==> config.mk <==
export PLATFORM = sky130hd
export DESIGN_NAME = eye_fatigue_judge
export DESIGN_NICKNAME = d
export VERILOG_FILES = /design/src/rtl/eye_fatigue_judge.sv
export SDC_FILE = /design/constraint.sdc
export NUM_CORES = 1
export LEC_CHECK = 0
export ABC_AREA = 1
export BUFFER_PORTS_ARGS = -buffer_cell sky130_fd_sc_hd__buf_2
export CAP_MARGIN = 25
export CORE_MARGIN = 4
export CORE_UTILIZATION = 63
export CTS_CLUSTER_DIAMETER = 60
export DETAILED_ROUTE_END_ITERATION = 8
export PLACE_DENSITY = 0.92
export SLEW_MARGIN = 20
export SYNTH_ARGS = -nofsm -noshare
export SYNTH_HDL_FRONTEND = slang
export SYNTH_SLANG_ARGS = --single-unit
==> constraint.sdc <==
create_clock -name module_clk -period 5.3 [get_ports module_clk]
set_clock_uncertainty 0.15 [all_clocks]
set_input_delay 0.265 -clock module_clk [delete_from_list [all_inputs] [get_ports module_clk]]
set_output_delay 0.265 -clock module_clk [all_outputs]
set_load 0.01 [all_outputs]
==> src/rtl/eye_fatigue_judge.sv <==
// eye_fatigue_judge: per-frame eye open/closed judgement, PERCLOS window, closure run and fatigue alarm.
// Defining BLINK_CNT_EN adds the blink counter (blink_cnt output, blink_clr input).
module eye_fatigue_judge #(
    parameter int CLOSE_H_TH    = 3,
    parameter int RATIO_SHIFT   = 2,
    parameter int WIN_LEN       = 32,
    parameter int PERCLOS_TH    = 12,
    parameter int LONG_CLOSE_TH = 8
) (
    input  logic        module_clk,
    input  logic        module_rst,
    input  logic        frame_end,
    input  logic [10:0] eye1_up,
    input  logic [10:0] eye1_down,
    input  logic [10:0] eye1_left,
    input  logic [10:0] eye1_right,
    input  logic [10:0] eye2_up,
    input  logic [10:0] eye2_down,
    input  logic [10:0] eye2_left,
    input  logic [10:0] eye2_right,
    output logic        eye1_closed,
    output logic        eye2_closed,
    output logic [6:0]  closed_cnt,
    output logic [7:0]  close_run,
    output logic        win_full,
    output logic        fatigue_alarm,
    output logic        result_val
`ifdef BLINK_CNT_EN
    ,
    input  logic        blink_clr,
    output logic [15:0] blink_cnt
`endif
);
    localparam int FW = $clog2(WIN_LEN);
    localparam logic [10:0]   H_TH = 11'(CLOSE_H_TH);
    localparam logic [6:0]    P_TH = 7'(PERCLOS_TH);
    localparam logic [7:0]    L_TH = 8'(LONG_CLOSE_TH);
    localparam logic [FW-1:0] LAST = FW'(WIN_LEN - 1);

    typedef enum logic [2:0] {S_IDLE, S_CALC, S_JUDGE, S_UPDATE, S_OUT} state_t;
    state_t state, state_nxt;

    logic [10:0]        h1, w1, h2, w2;
    logic               v1, v2;
    logic [WIN_LEN-1:0] win;
    logic [FW-1:0]      frm_cnt;
    logic               frame_closed, full_nxt, alarm_nxt;
    logic [6:0]         cnt_nxt;
    logic [7:0]         run_nxt;

    function automatic logic [10:0] span(input logic [10:0] lo, input logic [10:0] hi);
        return (hi > lo) ? hi - lo : 11'd0;
    endfunction

    // 13-bit compare keeps the shifted height from overflowing
    function automatic logic judge(input logic [10:0] h, input logic [10:0] w, input logic v);
        return !v || (h <= H_TH) || ((13'(h) << RATIO_SHIFT) < 13'(w));
    endfunction

    always_ff @(posedge module_clk or posedge module_rst) begin
        if (module_rst)
            state <= S_IDLE;
        else
            state <= state_nxt;
    end

    always_comb begin
        state_nxt = state;
        case (state)
            S_IDLE:   state_nxt = frame_end ? S_CALC : S_IDLE;
            S_CALC:   state_nxt = S_JUDGE;
            S_JUDGE:  state_nxt = S_UPDATE;
            S_UPDATE: state_nxt = S_OUT;
            default:  state_nxt = S_IDLE;
        endcase
    end

    always_comb begin
        result_val = (state == S_OUT);
    end

    always_comb begin
        frame_closed = eye1_closed & eye2_closed;
        cnt_nxt      = closed_cnt + 7'(frame_closed) - 7'(win[WIN_LEN-1] & win_full);
        run_nxt      = frame_closed ? ((close_run == 8'hff) ? close_run : close_run + 8'd1) : 8'd0;
        full_nxt     = win_full | (frm_cnt == LAST);
        alarm_nxt    = (full_nxt && (cnt_nxt >= P_TH)) || (run_nxt >= L_TH);
    end

    // alarm is registered with the counters so it is already valid while result_val is high
    always_ff @(posedge module_clk or posedge module_rst) begin
        if (module_rst) begin
            h1            <= '0;
            w1            <= '0;
            v1            <= 1'b0;
            h2            <= '0;
            w2            <= '0;
            v2            <= 1'b0;
            eye1_closed   <= 1'b0;
            eye2_closed   <= 1'b0;
            win           <= '0;
            frm_cnt       <= '0;
            closed_cnt    <= '0;
            close_run     <= '0;
            win_full      <= 1'b0;
            fatigue_alarm <= 1'b0;
        end else begin
            if (state == S_CALC) begin
                h1 <= span(eye1_up, eye1_down);
                w1 <= span(eye1_left, eye1_right);
                v1 <= (eye1_right >= eye1_left) && (eye1_down >= eye1_up);
                h2 <= span(eye2_up, eye2_down);
                w2 <= span(eye2_left, eye2_right);
                v2 <= (eye2_right >= eye2_left) && (eye2_down >= eye2_up);
            end
            if (state == S_JUDGE) begin
                eye1_closed <= judge(h1, w1, v1);
                eye2_closed <= judge(h2, w2, v2);
            end
            if (state == S_UPDATE) begin
                win           <= {win[WIN_LEN-2:0], frame_closed};
                closed_cnt    <= cnt_nxt;
                close_run     <= run_nxt;
                win_full      <= full_nxt;
                fatigue_alarm <= alarm_nxt;
                if (!win_full)
                    frm_cnt <= frm_cnt + FW'(1);
            end
        end
    end

`ifdef BLINK_CNT_EN
    logic blink_hit;

    // a blink is a short closure that ended this frame; long closures are not blinks
    always_comb begin
        blink_hit = (state == S_UPDATE) && !frame_closed && (close_run != 8'd0) && (close_run < L_TH);
    end

    always_ff @(posedge module_clk or posedge module_rst) begin
        if (module_rst)
            blink_cnt <= '0;
        else if (blink_clr)
            blink_cnt <= '0;
        else if (blink_hit && (blink_cnt != 16'hffff))
            blink_cnt <= blink_cnt + 16'd1;
    end
`endif
endmodule

Yosys cells after proc, flatten, opt, wreduce, memory -nomap -nowiden
Cells that the tools add are included.

cells by class
  $add $sub $neg = 8
  magnitude comparators = 14
  eq/ne operators = 6
  muxes and demuxes = 8
  bitwise operators = 4
  reductions and logical operators = 12

operator list
  kind                 number
  $ge 11x11->1         4
  $gt 11x11->1         4
  $mux 11              4
  $sub 11x11->11       4
  $lt 13x11->1         2
  $le 11x2->1 const B  2
  $mux 8               2
  $pmux 3 s4           1
  $add 8x1->8 const B  1
  $eq 8x8->1 const B   1
  $ge 8x4->1 const B   1
  $add 7x1->7          1
  $ge 7x4->1 const B   1
  $sub 7x1->7          1
  $eq 3x2->1 const B   2
  $add 5x1->5 const B  1
  $eq 5x5->1 const B   1
  $logic_or 1x1->1     5
  $eq 3x1->1 const B   1
  $eq 3x3->1 const B   1
  $logic_and 1x1->1    3
  $logic_not 3->1      1
  $and 1x1->1          2
  $logic_not 1->1      2
  4 further kinds      4

word-level totals
  register bits = 105
  input port bits = 91
  output and inout port bits = 20
  logic and storage cells = 67

Logic depth before layout (Yosys ltp)
  word-level depth = 6
  gate-level depth with buffers = 17
  depth with buffers taken out = 17

Worst setup path after synthesis
No wires, ideal clock.

  path type = flip-flop to flip-flop
  from = register win_full
  to = register fatigue_alarm
  setup time = 0.121 ns
  arrival time = 1.948 ns
  data required time = 5.029 ns
  slack = 3.081 ns
  stages on the path, launching flop included = 18
  buffers on the path = 0
  clock period less this slack = 2.219 ns
  path through = dfrtp_1 nand2_1 inv_1 ha_1 inv_1 ha_1 inv_1 fa_1 inv_1 nand2_1 nand2_1 nand2_1 nand2_1 nand2_1 inv_1 nand3_1 nand2_1 a21oi_1

between the ends
  word-level cells in the longest chain between the ends = 5
  elaborated cells on any way between the ends = 6
  classes of those cells = 1 x add/sub; 1 x order compare; 2 x bitwise; 2 x reduce/logical

ends and longest elaborated chain
  what                      RTL line  source
  start: declaration        25        output logic win_full,
  start signal: assignment  124       win_full <= full_nxt;
  $and 1x1->1               84        cnt_nxt = closed_cnt + 7'(frame_closed) - 7'(win[WIN_LEN-1] & win_full);
  $sub 7x1->7               84
  $ge 7x4->1                87        alarm_nxt = (full_nxt && (cnt_nxt >= P_TH)) || (run_nxt >= L_TH);
  $logic_and 1x1->1 *       87
  $logic_or 1x1->1 *        87
  end signal: assignment    125       fatigue_alarm <= alarm_nxt;
  end: declaration          26        output logic fatigue_alarm,

Every way passes the cells marked *; elsewhere a longest branch is shown, timed or not.
A chain may end at the register's enable or synchronous reset.

Worst setup path in the final report
Same ends and word-level chain as after synthesis.

==> impl_metrics.tcl <==
set metrics [dict create \
    multi_input_area_um2 3920 \
    drv_slew 0 \
    p_total_mw 3.57 \
    dpl.hpwl_mm 11.9 \
    diodes 0 \
    worst_slew_pin_slew_ps 917 \
    clock_path_buffers 2 \
    nets 1269 \
    netlist_top_cells_area "dfrtp_1 36%, nand2_1 16%, ha_1 12%, inv_1 8.7%, nand3_1 3.9%" \
    grt_max_degree 80 \
    slew_headroom_pct 38.8 \
    grt_setup_unrepaired "false" \
    grt_antenna_before_repair 1 \
    synthCells 989 \
    gr-total-overflow 0 \
    end_kind "register" \
    fp.coreArea_um2 11000 \
    cts_tree "done" \
    cap_violations 0 \
    fp.dieH_um 115 \
    max_stage_delay_ps 450 \
    syn-cell-area_um2 7250 \
    ctsResizeCount 0 \
    grt.total_usage_pct 24.6 \
    holdCritStartpoint "frame_end" \
    synth_most_common_cell "nand2_1" \
    area_growth_pct 13.9 \
    totalWireLength_mm 15.6 \
    clock_latency_ps 350 \
    wl_met2_mm 7.72 \
    outcome "complete, but fails checks" \
    wl_met1_mm 6.72 \
    start_kind "register" \
    crit_top_cell "nand2_1" \
    timing.rr.start "win_full" \
    drtIter0Drc 594 \
    ant_nets 0 \
    via_per_inst 5.39 \
    met3_length_um 856 \
    pwr_density_cell_nw_per_um2 432 \
    path_max_fanout 4 \
    yosysWarnings 0 \
    arrival_ps 2480 \
    ys_seq_area_share_pct 36.2 \
    max_freq_mhz 420 \
    place_congestion 0.915 \
    cp_cell_sequence "nand2_1 -> inv_1 -> ha_1 -> inv_1 -> ha_1 -> inv_1 -> fa_1 -> inv_1 -> nand2_1 -> nand2_1 -> nand2_1 -> nand2_1 -> nand2_1 -> inv_1 -> nand3_1 -> nand2_1 -> a21oi_1" \
    period_minus_slack_ps 2380 \
    crit_path_top_delay_cell "dfrtp_1" \
    criticalPathCategory "reg -> reg" \
    routedWlPerCell_um 12.5 \
    ff_latch_area_um2 2630 \
    synth_cell_types 31 \
    crit_start "win_full" \
    irDropWorstVdd_v 0.000359 \
    fin_tns_setup_ps 0 \
    die_area_um2 13300 \
    clkTransAtPathRegs_ps 80 \
    port-buffer-count 110 \
    failed_checks "hold timing" \
    synth_top_area_share_pct 36.2 \
    ys_ff_latch 105 \
    io_pins 111 \
    post-route-drc-count 0 \
    syn-num-nets 1157 \
    synth_area_leader_cell "dfrtp_1" \
    grt_pass1_wl_mm 27.0 \
    hold_viol_final 1 \
    die_x_um 115 \
    cts_made_buffers 9 \
    async_reset_ff_share_pct 100 \
    initial_core_util_pct 65.7 \
    synth.top_cells.by_count "311 x nand2_1, 168 x inv_1, 105 x dfrtp_1, 72 x ha_1, 57 x nand3_1" \
    holdWs_ps -0.434 \
    ys.flop_type "dfrtp_1" \
    total_leakage_power_nw 4.76 \
    synth_edf_count 0 \
    top_layer_used "met5" \
    cts_max_level 3 \
    setup_viol 0 \
    vias 6711 \
    dr.pass1.iters 6 \
    clock-sinks 105 \
    hp-class "in -> reg" \
    cts_root_buffer "clkbuf_16" \
    syn_area_per_cell_um2 7.33 \
    drive_above_1_share_pct 13.2 \
    rows 38 \
    fin_crit_sh_pct 45.0 \
    first_global_vias 6324 \
    nFillCells 842 \
    critical_path_required_ps 5400 \
]
[placed cells by master, fill, tap and decap left out, drive strengths merged]
master / instances
dlygate4sd3: 1
a21oi: 44
a21boi: 2
nand3b: 1
nand2: 316
o21ai: 60
o21bai: 3
inv: 173
nand3: 59
ha: 72
nor2: 49
fa: 5
clkbuf: 10
o21a: 1
buf: 114
clkinvlp: 1
nor3: 12
nand4: 15
dfrtp: 105
xnor2: 14
nor4: 3
xor2: 21
o22ai: 15
a21o: 5
clkinv: 3
a31oi: 2
[logic make-up (layout without fill, tap and decap cells)]
group	after synthesis	count (layout)	share of synthesized area [%]
xor gates and xnor gates	35	35	4.23
adders and majority gates	77	77	13.8
and+or+nand+nor	455	455	26.2
buffers and inverters	185	302	9.65
DFF	105	105	36.2
AOI/OAI and AO/OA	132	132	9.89
[final cells by class]
cell class                 instances  area share [%]
multi-input combinational        699            47.5
timing repair buffer             115            7.39
sequential                       105            31.8
clock inverter                     6           0.606
clock buffer                      10            2.77
inverter                         171            7.80
tap                              140            2.12
[state kept, by name, indices dropped and copies added, names as in the netlist]
signal / flops
fatigue_alarm: 1
h2: 11
win_full: 1
eye2_closed: 1
close_run: 8
state: 3
h1: 11
w2: 11
eye1_closed: 1
v2: 1
win: 32
frm_cnt: 5
closed_cnt: 7
v1: 1
w1: 11
[through the flow]
| step | worst slack [ps] | instance area, um2 | utilization, % | instances |
|---|---|---|---|---|
| finish | 2920 | 8260 | 74.9 | 1246 |
| global route | 2640 | 8260 | 74.9 | 1246 |
| floorplan | 2120 | 7250 | - | 989 |
| detailed placement | 2980 | 7940 | 72.0 | 1228 |
| CTS | 2920 | 8230 | 74.6 | 1245 |
| global placement | 3050 | 7940 | 72.0 | 1228 |
[metal layers]
layer	track usage, %	vias to the layer above
met4	6.89	2
met1	31.7	3087
li1	-	3371
met3	3.95	38
met2	42.9	213
met5	0	-
[final timing paths]
path	end	slack, ps	depth (start not counted)
max reg2reg	fatigue_alarm	2920	17
max	fatigue_alarm	2920	17
max in group asynchronous	h1[0]	3710	5
min in group asynchronous	close_run[2]	270	3
min	state[0]	-0.4	3
min reg2reg	win[13]	320	2
[what timing repair did]
item	CTS	global route
hold endpoints to repair	26	0
hold buffers	1	0
buffers inserted	0	0
[critical path, delay by kind of cell (launching register included)]
family | cells | cell delay, ps
AO/OA/AOI/OAI | 1 | 50
flip-flops | 1 | 450
adder cells (fa/ha/maj) | 3 | 820
buffers and inverters | 5 | 280
AND/OR/NAND/NOR | 8 | 520
[report_power, final]
| part | leakage (nW) | switching [mW] | internal (mW) |
|---|---|---|---|
| logic | 3.24 | 1.03 | 0.629 |
| clock network | 0.135 | 0.306 | 0.325 |
| registers | 1.38 | 0.197 | 1.08 |
| total | 4.76 | 1.54 | 2.03 |
Note: power is estimated with default switching activity, not from simulation.
